$ cat src/rtl/data_memory_access_unit.sv
// MEM-stage load/store unit: req/ack data-bus transaction with byte-lane steering,
// load extension, alignment checking and bus timeout; stalls the pipeline per access.
module data_memory_access_unit #(
    parameter int unsigned TIMEOUT_CYCLES = 16,
    parameter int unsigned CNT_WIDTH      = 8
) (
    input  logic        Clk,
    input  logic        Reset,
    input  logic        MemRead,
    input  logic        MemWrite,
    input  logic [1:0]  Mem_Size,
    input  logic        Load_Unsigned,
    input  logic [31:0] ALU_Result,
    input  logic [31:0] Write_Data,
    output logic        Mem_Req,
    output logic        Mem_We,
    output logic [31:0] Mem_Addr,
    output logic [31:0] Mem_Wdata,
    output logic [3:0]  Mem_Be,
    input  logic        Mem_Ack,
    input  logic [31:0] Mem_Rdata,
    output logic [31:0] Read_Data,
    output logic        Stall,
    output logic        Access_Error,
    output logic        Bus_Error
);

    typedef enum logic [1:0] {IDLE, ACCESS, COMPLETE} state_t;

    state_t               state;
    logic [CNT_WIDTH-1:0] cnt;
    logic [1:0]           size_q;
    logic [1:0]           off_q;
    logic                 uns_q;

    logic        req_any;
    logic        aligned;
    logic        valid;
    logic [3:0]  be_n;
    logic [31:0] wdata_n;
    logic [31:0] lane;
    logic [31:0] load_ext;

    always_comb begin
        req_any = MemRead | MemWrite;
        case (Mem_Size)
            2'b00:   aligned = 1'b1;
            2'b01:   aligned = ~ALU_Result[0];
            2'b10:   aligned = (ALU_Result[1:0] == 2'b00);
            default: aligned = 1'b0;
        endcase
        valid = (MemRead ^ MemWrite) & aligned;
    end

    always_comb begin
        be_n    = 4'b1111;
        wdata_n = Write_Data;
        if (MemWrite) begin
            case (Mem_Size)
                2'b00: begin
                    be_n    = 4'b0001 << ALU_Result[1:0];
                    wdata_n = {4{Write_Data[7:0]}};
                end
                2'b01: begin
                    be_n    = ALU_Result[1] ? 4'b1100 : 4'b0011;
                    wdata_n = {2{Write_Data[15:0]}};
                end
                default: begin
                    be_n    = 4'b1111;
                    wdata_n = Write_Data;
                end
            endcase
        end
    end

    // Shifting the addressed lane down to bit 0 serves both byte and half extraction.
    always_comb begin
        lane = Mem_Rdata >> {off_q, 3'b000};
        case (size_q)
            2'b00:   load_ext = uns_q ? {24'h0, lane[7:0]} : {{24{lane[7]}}, lane[7:0]};
            2'b01:   load_ext = uns_q ? {16'h0, lane[15:0]} : {{16{lane[15]}}, lane[15:0]};
            default: load_ext = Mem_Rdata;
        endcase
    end

    always_comb begin
        case (state)
            IDLE:    Stall = valid;
            ACCESS:  Stall = 1'b1;
            default: Stall = 1'b0;
        endcase
    end

    always_ff @(posedge Clk) begin
        if (Reset) begin
            state        <= IDLE;
            cnt          <= '0;
            size_q       <= '0;
            off_q        <= '0;
            uns_q        <= 1'b0;
            Mem_Req      <= 1'b0;
            Mem_We       <= 1'b0;
            Mem_Addr     <= '0;
            Mem_Wdata    <= '0;
            Mem_Be       <= '0;
            Read_Data    <= '0;
            Access_Error <= 1'b0;
            Bus_Error    <= 1'b0;
        end else begin
            Access_Error <= 1'b0;
            Bus_Error    <= 1'b0;
            case (state)
                IDLE: begin
                    if (valid) begin
                        Mem_Addr  <= {ALU_Result[31:2], 2'b00};
                        Mem_We    <= MemWrite;
                        Mem_Be    <= be_n;
                        Mem_Wdata <= wdata_n;
                        size_q    <= Mem_Size;
                        off_q     <= ALU_Result[1:0];
                        uns_q     <= Load_Unsigned;
                        cnt       <= '0;
                        Mem_Req   <= 1'b1;
                        state     <= ACCESS;
                    end else if (req_any) begin
                        Access_Error <= 1'b1;
                        state        <= COMPLETE;
                    end
                end
                ACCESS: begin
                    if (Mem_Ack) begin
                        if (!Mem_We) Read_Data <= load_ext;
                        Mem_Req <= 1'b0;
                        state   <= COMPLETE;
                    end else if (cnt == CNT_WIDTH'(TIMEOUT_CYCLES - 1)) begin
                        Bus_Error <= 1'b1;
                        if (!Mem_We) Read_Data <= '0;
                        Mem_Req <= 1'b0;
                        state   <= COMPLETE;
                    end else begin
                        cnt <= cnt + 1'b1;
                    end
                end
                COMPLETE: state <= IDLE;
                default:  state <= IDLE;
            endcase
        end
    end

endmodule

$ cat config.mk
export PLATFORM = sky130hd
export DESIGN_NAME = data_memory_access_unit
export DESIGN_NICKNAME = d
export VERILOG_FILES = /design/src/rtl/data_memory_access_unit.sv
export SDC_FILE = /design/constraint.sdc
export NUM_CORES = 1
export LEC_CHECK = 0
export ABC_AREA = 1
export ABC_CLOCK_PERIOD_IN_PS = 3480
export CORE_MARGIN = 4
export CORE_UTILIZATION = 38
export CTS_BUF_LIST = sky130_fd_sc_hd__clkbuf_16
export DETAILED_ROUTE_END_ITERATION = 10
export GPL_TIMING_DRIVEN = 0
export PLACE_DENSITY = 0.71
export SYNTH_ARGS = -nofsm -noshare
export SYNTH_HDL_FRONTEND = slang
export SYNTH_SLANG_ARGS = --single-unit
export TNS_END_PERCENT = 100
$ cat constraint.sdc
create_clock -name Clk -period 3.48 [get_ports Clk]
set_clock_uncertainty 0.15 [all_clocks]
set_input_delay 0.696 -clock Clk [delete_from_list [all_inputs] [get_ports Clk]]
set_output_delay 0.696 -clock Clk [all_outputs]
set_load 0.02 [all_outputs]
## After elaboration in Yosys (flattened, before gate mapping)

Cells that the tools add are included.

| cells by class | value |
|---|---|
| add/sub/neg operators | 1 |
| equality and inequality tests | 12 |
| shift-type cells | 2 |
| multiplexer cells | 29 |
| bitwise logic cells | 6 |
| reduce and logical (&&, ||, !) cells | 13 |

Operators by type and width:

| cell | count |
|---|---|
| 32-bit two-way mux | 7 |
| 32-bit case mux with 2 select lines | 2 |
| 32-bit by 5-bit >> shifter with 16-bit output | 1 |
| 8-bit two-way mux | 3 |
| 8-bit case mux with 2 select lines | 1 |
| 2-bit inequality test, second input constant | 5 |
| 8-bit by 1-bit adder with 8-bit output, second input constant | 1 |
| 8-bit by 4-bit equality test with 1-bit output, second input constant | 1 |
| 2-bit logical NOT | 4 |
| 2-bit two-way mux | 4 |
| 4-bit two-way mux | 2 |
| 4-bit case mux with 2 select lines | 1 |
| 4-bit AND reduction | 2 |
| 2-bit by 1-bit equality test with 1-bit output, second input constant | 3 |
| 3-bit inequality test, second input constant | 2 |
| 3-bit OR reduction | 2 |
| 1-bit two-way mux | 5 |
| 1-bit case mux with 2 select lines | 2 |
| 2-bit case mux with 2 select lines | 1 |
| 2-bit AND reduction | 2 |
| 2-bit nonzero test | 2 |
| 1-bit by 2-bit << shifter with 4-bit output, first input constant | 1 |
| 1-bit NOT | 3 |
| 1-bit case mux with 3 select lines | 1 |
| other kinds (5) | 5 |

| word-level totals | value |
|---|---|
| register bits after elaboration | 117 |
| input port bits | 104 |
| output and inout port bits | 105 |
| logic and storage cells | 76 |

## Depth between registers and ports, before layout

Gate-level depths: netlist (run 1).

| depth | value |
|---|---|
| depth after elaboration | 5 |
| depth in mapped cells | 10 |
| depth with buffers taken out | 9 |

## Least setup slack after synthesis (run 1)

Ideal clock, no wire load.

| timing path | value |
|---|---|
| path kind | input -> output |
| from | input MemWrite |
| to | output Stall |
| arrival | 2.025 ns |
| data required time | 2.634 ns |
| setup slack | 0.609 ns |
| cell stages on the path | 7 |
| path buffers | 3 |
| cell sequence | clkinv_1 -> clkbuf_1 -> ha_1 -> nand3_2 -> buf_4 -> buf_2 -> nand2_1 |

| between the ends | value |
|---|---|
| cells in the longest elaborated chain, start to end | 3 |

Ends and longest elaborated chain:

| item | line | source |
|---|---|---|
| from (decl) | 10 | `input logic MemWrite,` |
| 1-bit bitwise XOR | 52 | `valid = (MemRead ^ MemWrite) & aligned;` |
| 1-bit AND | 52 |  |
| 1-bit case mux with 2 select lines | 87 | `case (state)` |
| to (decl) | 23 | `output logic Stall,` |

No other way between the ends.

## Worst setup path after layout (run 1)

Ends and elaborated chain as after synthesis.

==> results.ini, run 1 <==
[status]
status = finished clean

[critical_path]
required_ns = 2.63
cp-end-kind = output port
crit_path_top_delay_cell = clkdlybuf4s50_1
reg2reg_depth = 7
slowest_delay_ns = 0.53
critPathLaunchType = primary input
critPathKind = in2out
arrival_ns = 2.51
path_cells = clkdlybuf4s50_1 > inv_4 > clkbuf_4 > ha_1 > nand3_4 > buf_8 > nand2_1 > clkdlybuf4s15_2
crit_path_max_fanout = 19

[grt]
antenna_found_initial = 0
grt_max_degree = 20
grt_pass1_vias = 5976
grt_usage_pct = 23.29
gr-total-overflow = 0
grt_pass1_wl_mm = 30.50

[power]
p_seq_share_pct = 36.7
switching_share_pct = 28.74
p_comb_share_pct = 20.9
leakagePower_nw = 3.347
p_int_mw = 2.819
p_sw_mw = 1.137
power_density_mw_per_mm2 = 471.7
clock_power_share_pct = 42.3
peakVddDrop_mv = 0.3167

[floorplan]
start_util_pct = 39.32
die-area_mm2 = 0.01652
die_x_um = 128.5
design.core.area_mm2 = 0.01404
io_pins = 209
num_rows = 43
dieHeight_um = 128.5

[cts]
cts_hold_buffers = 0
insertion_delay_ns = 0.41
root_buffer = clkbuf_16
clock_sinks = 117
cts_buffers = 17
cts_setup_buffers = 0
cts_tree = done
htreeDepth = 4
clockBufferDepth = 2
path_clk_slew_ns = 0.06

[route]
first_iter_violations = 598
wl_per_cell_um = 15.63
first_pass_iters = 6
ant_nets = 0
vias = 6236
routed_wirelength_mm = 19.44
drc = 0
post_drt_via_cell_ratio = 5.013

[yosys]
yosysWarnings = 0
synth.ff_latch_count = 117
ys_seq_area_share_pct = 42.42
syn_area_mm2 = 0.005522
synth_cell_types = 31
synth_cells = 827
syn_avg_cell_area_um2 = 6.677

[place]
globalplace.congestion = 0.9635
place_inst = 1213
port_buffers = 205
dpl_cell_area_mm2 = 0.007802
hpwl_mm = 14.66

[timing]
slew_viol_final = 0
max_slew_margin_pct = 50.98
finalCritPeriodShare_pct = 96.42
setup_tns_ns = 0
worst_slew_pin_slew_ns = 0.7326
setup_viol = 0
timing.hold.ws_ns = 0.3103
finalCriticalPeriod_ns = 3.355
final_hold_viol_count = 0
fmax_mhz = 298.0
rsz0062_at_grt = no

[finish]
stdcell_count = 1244
nFillCells = 1332
stdcell_area_mm2 = 0.008386
insertedDiodeCount = 0
nets = 1157
layout-drive-gt1-share_pct = 7.989
finish.utilization_pct = 59.72
area_delta_synth_final_pct = 51.87

[run]
maxCapViolations = 0

[hold_path]
hold_class = reg2reg
whs_path_depth = 2

==> what timing repair did <==
action,in CTS,in global routing
resized for setup,7,3
setup endpoints to repair,1,1
gates cloned,0,0
==> worst paths after layout <==
kind,startpoint,to,slack (ns)
max,MemWrite,Stall,0.12
max reg2reg,cnt[0],Read_Data[6],1.53
min,Mem_Addr[5],Mem_Addr[5],0.31
min reg2reg,Mem_Addr[5],Mem_Addr[5],0.31
==> worst max-delay path: cells and delay by family <==
kind / cells / cell delay, ns
AND/OR/NAND/NOR: 2 / 0.19
adder cells (fa/ha/maj): 1 / 0.35
buffers and inverters: 5 / 1.27
==> sequential cells by signal, summed over array words and instances, names as in the netlist <==
signal,flops
cnt,8
Mem_Wdata,32
state,2
off_q,2
Access_Error,1
Read_Data,32
Bus_Error,1
size_q,2
Mem_Addr,30
Mem_Be,4
Mem_Req,1
uns_q,1
Mem_We,1
==> metal layers <==
| metal | GRT usage, % | share of wire [%] |
|---|---|---|
| met2 | 37.05 | 45 |
| met3 | 8.344 | 10 |
| met4 | 8.956 | 2.4 |
| met1 | 28.97 | 42 |
| met5 | 0 | 0 |
==> final cells by class <==
class	instances	area [um^2]	area share (%)
Buffer	49	272.8	3.253
Timing Repair Buffer	205	2053	24.49
Clock buffer	17	425.4	5.073
Tap cell	180	225.2	2.686
Clock inverter	15	140.1	1.671
Inverter	50	190.2	2.268
Multi-Input combinational cell	611	2736	32.63
Sequential cell	117	2342	27.93
==> power by group through the flow <==
stage	Sequential (mW)	Combinational (mW)	Clock (mW)
after floorplan	1.56	0.362	0
after global routing	1.46	0.902	1.77
after detailed placement	1.48	0.819	0
after global placement	1.48	0.819	0
final	1.45	0.828	1.67
after CTS	1.45	0.825	1.71
==> synth_stat cells <==
| library cell | count | area, um^2 |
|---|---|---|
| nand3_4 | 1 | 17.52 |
| nand4_1 | 2 | 12.51 |
| nand3_1 | 52 | 260.3 |
| inv_2 | 7 | 26.28 |
| ha_1 | 2 | 25.02 |
| nand2_2 | 3 | 18.77 |
| inv_1 | 41 | 153.9 |
| nand2_1 | 320 | 1201 |
| nand2_4 | 1 | 11.26 |
| xor2_1 | 2 | 17.52 |
| xnor2_1 | 1 | 8.760 |
| nor4_1 | 1 | 6.260 |
| clkbuf_1 | 19 | 71.32 |
| buf_6 | 5 | 56.30 |
| dfxtp_1 | 117 | 2342 |
| or2_2 | 7 | 43.79 |
| buf_1 | 1 | 3.750 |
| buf_4 | 4 | 30.03 |
| o21ai_0 | 25 | 125.1 |
| o2111ai_1 | 6 | 52.55 |
| a211oi_1 | 3 | 22.52 |
| conb_1 | 1 | 3.750 |
| nand3_2 | 3 | 30.03 |
| o21bai_1 | 1 | 7.510 |
| buf_2 | 21 | 105.1 |
| clkinv_1 | 2 | 7.510 |
| nor2_2 | 2 | 12.51 |
| o31ai_1 | 4 | 30.03 |
| nor3_1 | 2 | 10.01 |
| a21oi_1 | 133 | 665.6 |
| nor2_1 | 38 | 142.6 |
==> per-stage QoR <==
step                total power [mW]  setup slack, ns
floorplan                      1.918           0.6086
global placement               2.297          -0.8036
detailed placement             2.299          -0.7806
CTS                            3.984          0.01724
global route                   4.139          0.02882
finish                         3.956           0.1245
==> layout by cell type, fill, tap and decap left out, types with 2 or more instances in the layout <==
cell type and count:
o31ai_1 4, or2_2 7, clkinv_2 4, nand3_1 52, nor2_1 38, buf_4 3
a211oi_1 3, clkinvlp_4 3, nand3_4 2, clkbuf_16 17, nor3_1 2, dfxtp_1 117
nor2_2 2, nand4_1 2, xor2_1 2, clkinv_1 2, inv_1 43, inv_2 7
nand3_2 2, clkbuf_1 18, nand2_1 320, clkdlybuf4s50_1 204, inv_6 2, bufinv_16 2
nand2_2 3, o2111ai_1 6, o21ai_0 25, a21oi_1 133, buf_6 5, ha_1 2
conb_1 2, buf_2 20
==> cell families after synthesis <==
kind of cell	Yosys count	share of synthesized area (%)
xor gates and xnor gates	3	0.4760
adders and majority gates	2	0.4531
DFF	117	42.42
other	1	0.06792
AOI/OAI and AO/OA	172	16.36
buffers and inverters	100	8.226
and+or+nand+nor	432	32.00
No activity file was read; power rests on OpenSTA's default activity.
==> run 2: changes to the inputs <==
--- a/config.mk
+++ b/config.mk
@@ -6,13 +6,13 @@
 export NUM_CORES = 1
 export LEC_CHECK = 0
 export ABC_AREA = 1
-export ABC_CLOCK_PERIOD_IN_PS = 3480
+export ABC_CLOCK_PERIOD_IN_PS = 2900
 export CORE_MARGIN = 4
 export CORE_UTILIZATION = 38
 export CTS_BUF_LIST = sky130_fd_sc_hd__clkbuf_16
 export DETAILED_ROUTE_END_ITERATION = 10
 export GPL_TIMING_DRIVEN = 0
-export PLACE_DENSITY = 0.71
+export PLACE_DENSITY = 0.73
 export SYNTH_ARGS = -nofsm -noshare
 export SYNTH_HDL_FRONTEND = slang
 export SYNTH_SLANG_ARGS = --single-unit
==> constraint.sdc (replaced) <==
create_clock -name Clk -period 2.9 [get_ports Clk]
set_clock_uncertainty 0.15 [all_clocks]
set_input_delay 0.58 -clock Clk [delete_from_list [all_inputs] [get_ports Clk]]
set_output_delay 0.58 -clock Clk [all_outputs]
set_load 0.02 [all_outputs]
==> results.ini, run 2 (synthesis results as in run 1) <==
[timing]
max_slew_margin_pct = 50.01  ; was 50.98%
fmax_mhz = 356.9
slew_viol_final = 0  ; unchanged
timing.hold.ws_ns = 0.3117  ; was 0.3103 ns
finalCriticalPeriod_ns = 2.802
setup_viol = 0  ; unchanged
final_hold_viol_count = 0  ; unchanged
rsz0062_at_grt = no  ; unchanged
worst_slew_pin_slew_ns = 0.7471  ; was 0.7326 ns
finalCritPeriodShare_pct = 96.62

[floorplan]
num_rows = 43  ; unchanged
design.core.area_mm2 = 0.01404  ; unchanged
start_util_pct = 39.32  ; unchanged
die-area_mm2 = 0.01652  ; unchanged
dieHeight_um = 128.5  ; unchanged
die_x_um = 128.5  ; unchanged
io_pins = 209  ; unchanged

[status]
status = finished clean  ; unchanged

[critical_path]
crit_path_max_fanout = 19  ; unchanged
arrival_ns = 2.07  ; was 2.51 ns
reg2reg_depth = 7  ; unchanged
crit_path_top_delay_cell = ha_4  ; was clkdlybuf4s50_1
critPathKind = in2out  ; unchanged
critPathLaunchType = primary input  ; unchanged
slowest_delay_ns = 0.29  ; was 0.53 ns
path_cells = dlygate4sd2_1 > clkinv_4 > clkbuf_8 > ha_4 > nand3_4 > buf_12 > nand2_1 > clkdlybuf4s15_2  ; was clkdlybuf4s50_1 > inv_4 > clkbuf_4 > ha_1 > nand3_4 > buf_8 > nand2_1 > clkdlybuf4s15_2
worst-path-buf-inv = 5  ; unchanged
crit_family = buffers and inverters  ; unchanged
cp-end-kind = output port  ; unchanged
required_ns = 2.17  ; was 2.63 ns
worst-path-stages = 8  ; unchanged

[cts]
path_clk_slew_ns = 0.05  ; was 0.06 ns
cts_tree = done  ; unchanged
cts_buffers = 17  ; unchanged
clock_sinks = 117  ; unchanged
root_buffer = clkbuf_16  ; unchanged
cts_hold_buffers = 0  ; unchanged
cts_setup_buffers = 0  ; unchanged
insertion_delay_ns = 0.42  ; was 0.41 ns
htreeDepth = 4  ; unchanged
clockBufferDepth = 2  ; unchanged

[finish]
finish.utilization_pct = 60.12  ; was 59.72%
nets = 1157  ; unchanged
final_cell_mix = nand2_1 (320), clkdlybuf4s50_1 (201), a21oi_1 (133), dfxtp_1 (117), nand3_1 (52)  ; was nand2_1 (320), clkdlybuf4s50_1 (204), a21oi_1 (133), dfxtp_1 (117), nand3_1 (52)
area_delta_synth_final_pct = 52.89  ; was 51.87%
layout-drive-gt1-share_pct = 7.996  ; was 7.989%
reg_top3 = Mem_Wdata: 32 flops, Read_Data: 32 flops, Mem_Addr: 30 flops  ; unchanged
insertedDiodeCount = 0  ; unchanged
layout_commonest_cell = nand2_1  ; unchanged

[route]
wl_per_cell_um = 15.81  ; was 15.63 um
drc = 0  ; unchanged
vias = 6329  ; was 6236
ant_nets = 0  ; unchanged
first_pass_iters = 6  ; unchanged
post_drt_via_cell_ratio = 5.092  ; was 5.013
first_iter_violations = 583  ; was 598
routed_wirelength_mm = 19.66  ; was 19.44 mm

[grt]
grt_usage_pct = 23.63  ; was 23.29%
gr-total-overflow = 0  ; unchanged
antenna_found_initial = 0  ; unchanged
grt_pass1_wl_mm = 30.54  ; was 30.50 mm
grt_max_degree = 20  ; unchanged
grt_pass1_vias = 6021  ; was 5976

[run]
maxCapViolations = 0  ; unchanged

[hold_path]
hold_class = reg2reg  ; unchanged
whs_path_depth = 2  ; unchanged

[power]
leakagePower_nw = 3.383  ; was 3.347 nW
power_density_mw_per_mm2 = 579.5  ; was 471.7 mW/mm^2
peakVddDrop_mv = 0.4107  ; was 0.3167 mV

[place]
port_buffers = 205  ; unchanged
globalplace.congestion = 0.9370  ; was 0.9635
hpwl_mm = 14.73  ; was 14.66 mm

## run 2: what timing repair did
item / in CTS / in global routing
setup endpoints to repair: 1 / 1
gates resized for setup: 16 / 2
hold endpoints to repair: 0 / 0
pin swaps: 0 / 0
## run 2: final cells by class
class	count	area, um^2
buffer	49	284.0
clock buffer	17	425.4
clock inverter	14	170.2
fill	1303	5600
inverter	50	192.7
multi-input combinational	611	2749
sequential	117	2342
tap	180	225.2
timing repair buffer	205	2053
## run 2: per-stage QoR
step	setup TNS (ns)	setup slack, ns	power (mW)	cell area [um^2]	std cells
after detailed placement	-13.61	-1.116	2.760	7802	1213
after global routing	0	0.02323	5.083	8442	1243
after floorplan	0	0.2606	2.301	5525	828
final	0	0.09802	4.892	8442	1243
after CTS	0	0.05858	4.912	8439	1243
after global placement	-12.37	-1.128	2.752	7802	1213
## run 2: path summary, 6_finish.rpt
kind | from | end | slack, ns
worst max-delay path | MemWrite | Stall | 0.1
worst min-delay path | Mem_Addr[7] | Mem_Addr[7] | 0.31
worst min register to register | Mem_Addr[7] | Mem_Addr[7] | 0.31
worst max register to register | cnt[0] | cnt[1] | 0.94
## run 2: tightest hold or removal path, cell delays in order, from the launching register on
cell	delay [ns]
dfxtp_1	0.30
nand2_1	0.06
a21oi_1	0.05
## run 2: power by group
part | leakage (nW) | total (mW) | internal, mW | switching [mW]
sequential | 0.951 | 1.75 | 1.70 | 0.0500
clock | 0.300 | 2.14 | 1.41 | 0.734
combinational | 2.13 | 1.00 | 0.437 | 0.564
## run 2: routing by layer
metal | share of wire [%] | vias up | GRT usage (%)
met4 | 4.5 | 0 | 11.55
met1 | 41 | 2833 | 28.45
li1 | - | 3122 | -
met2 | 44 | 312 | 37.42
met3 | 10 | 62 | 8.593
met5 | 0 | - | 0
==> run 3: changes to the inputs <==
--- a/config.mk
+++ b/config.mk
@@ -10,6 +10,7 @@
 export CORE_MARGIN = 4
 export CORE_UTILIZATION = 38
 export CTS_BUF_LIST = sky130_fd_sc_hd__clkbuf_16
+export CTS_CLUSTER_SIZE = 40
 export DETAILED_ROUTE_END_ITERATION = 10
 export GPL_TIMING_DRIVEN = 0
 export PLACE_DENSITY = 0.73
==> results of run 3 <==
Final layout, timing and power as in run 2 (identical DEF).
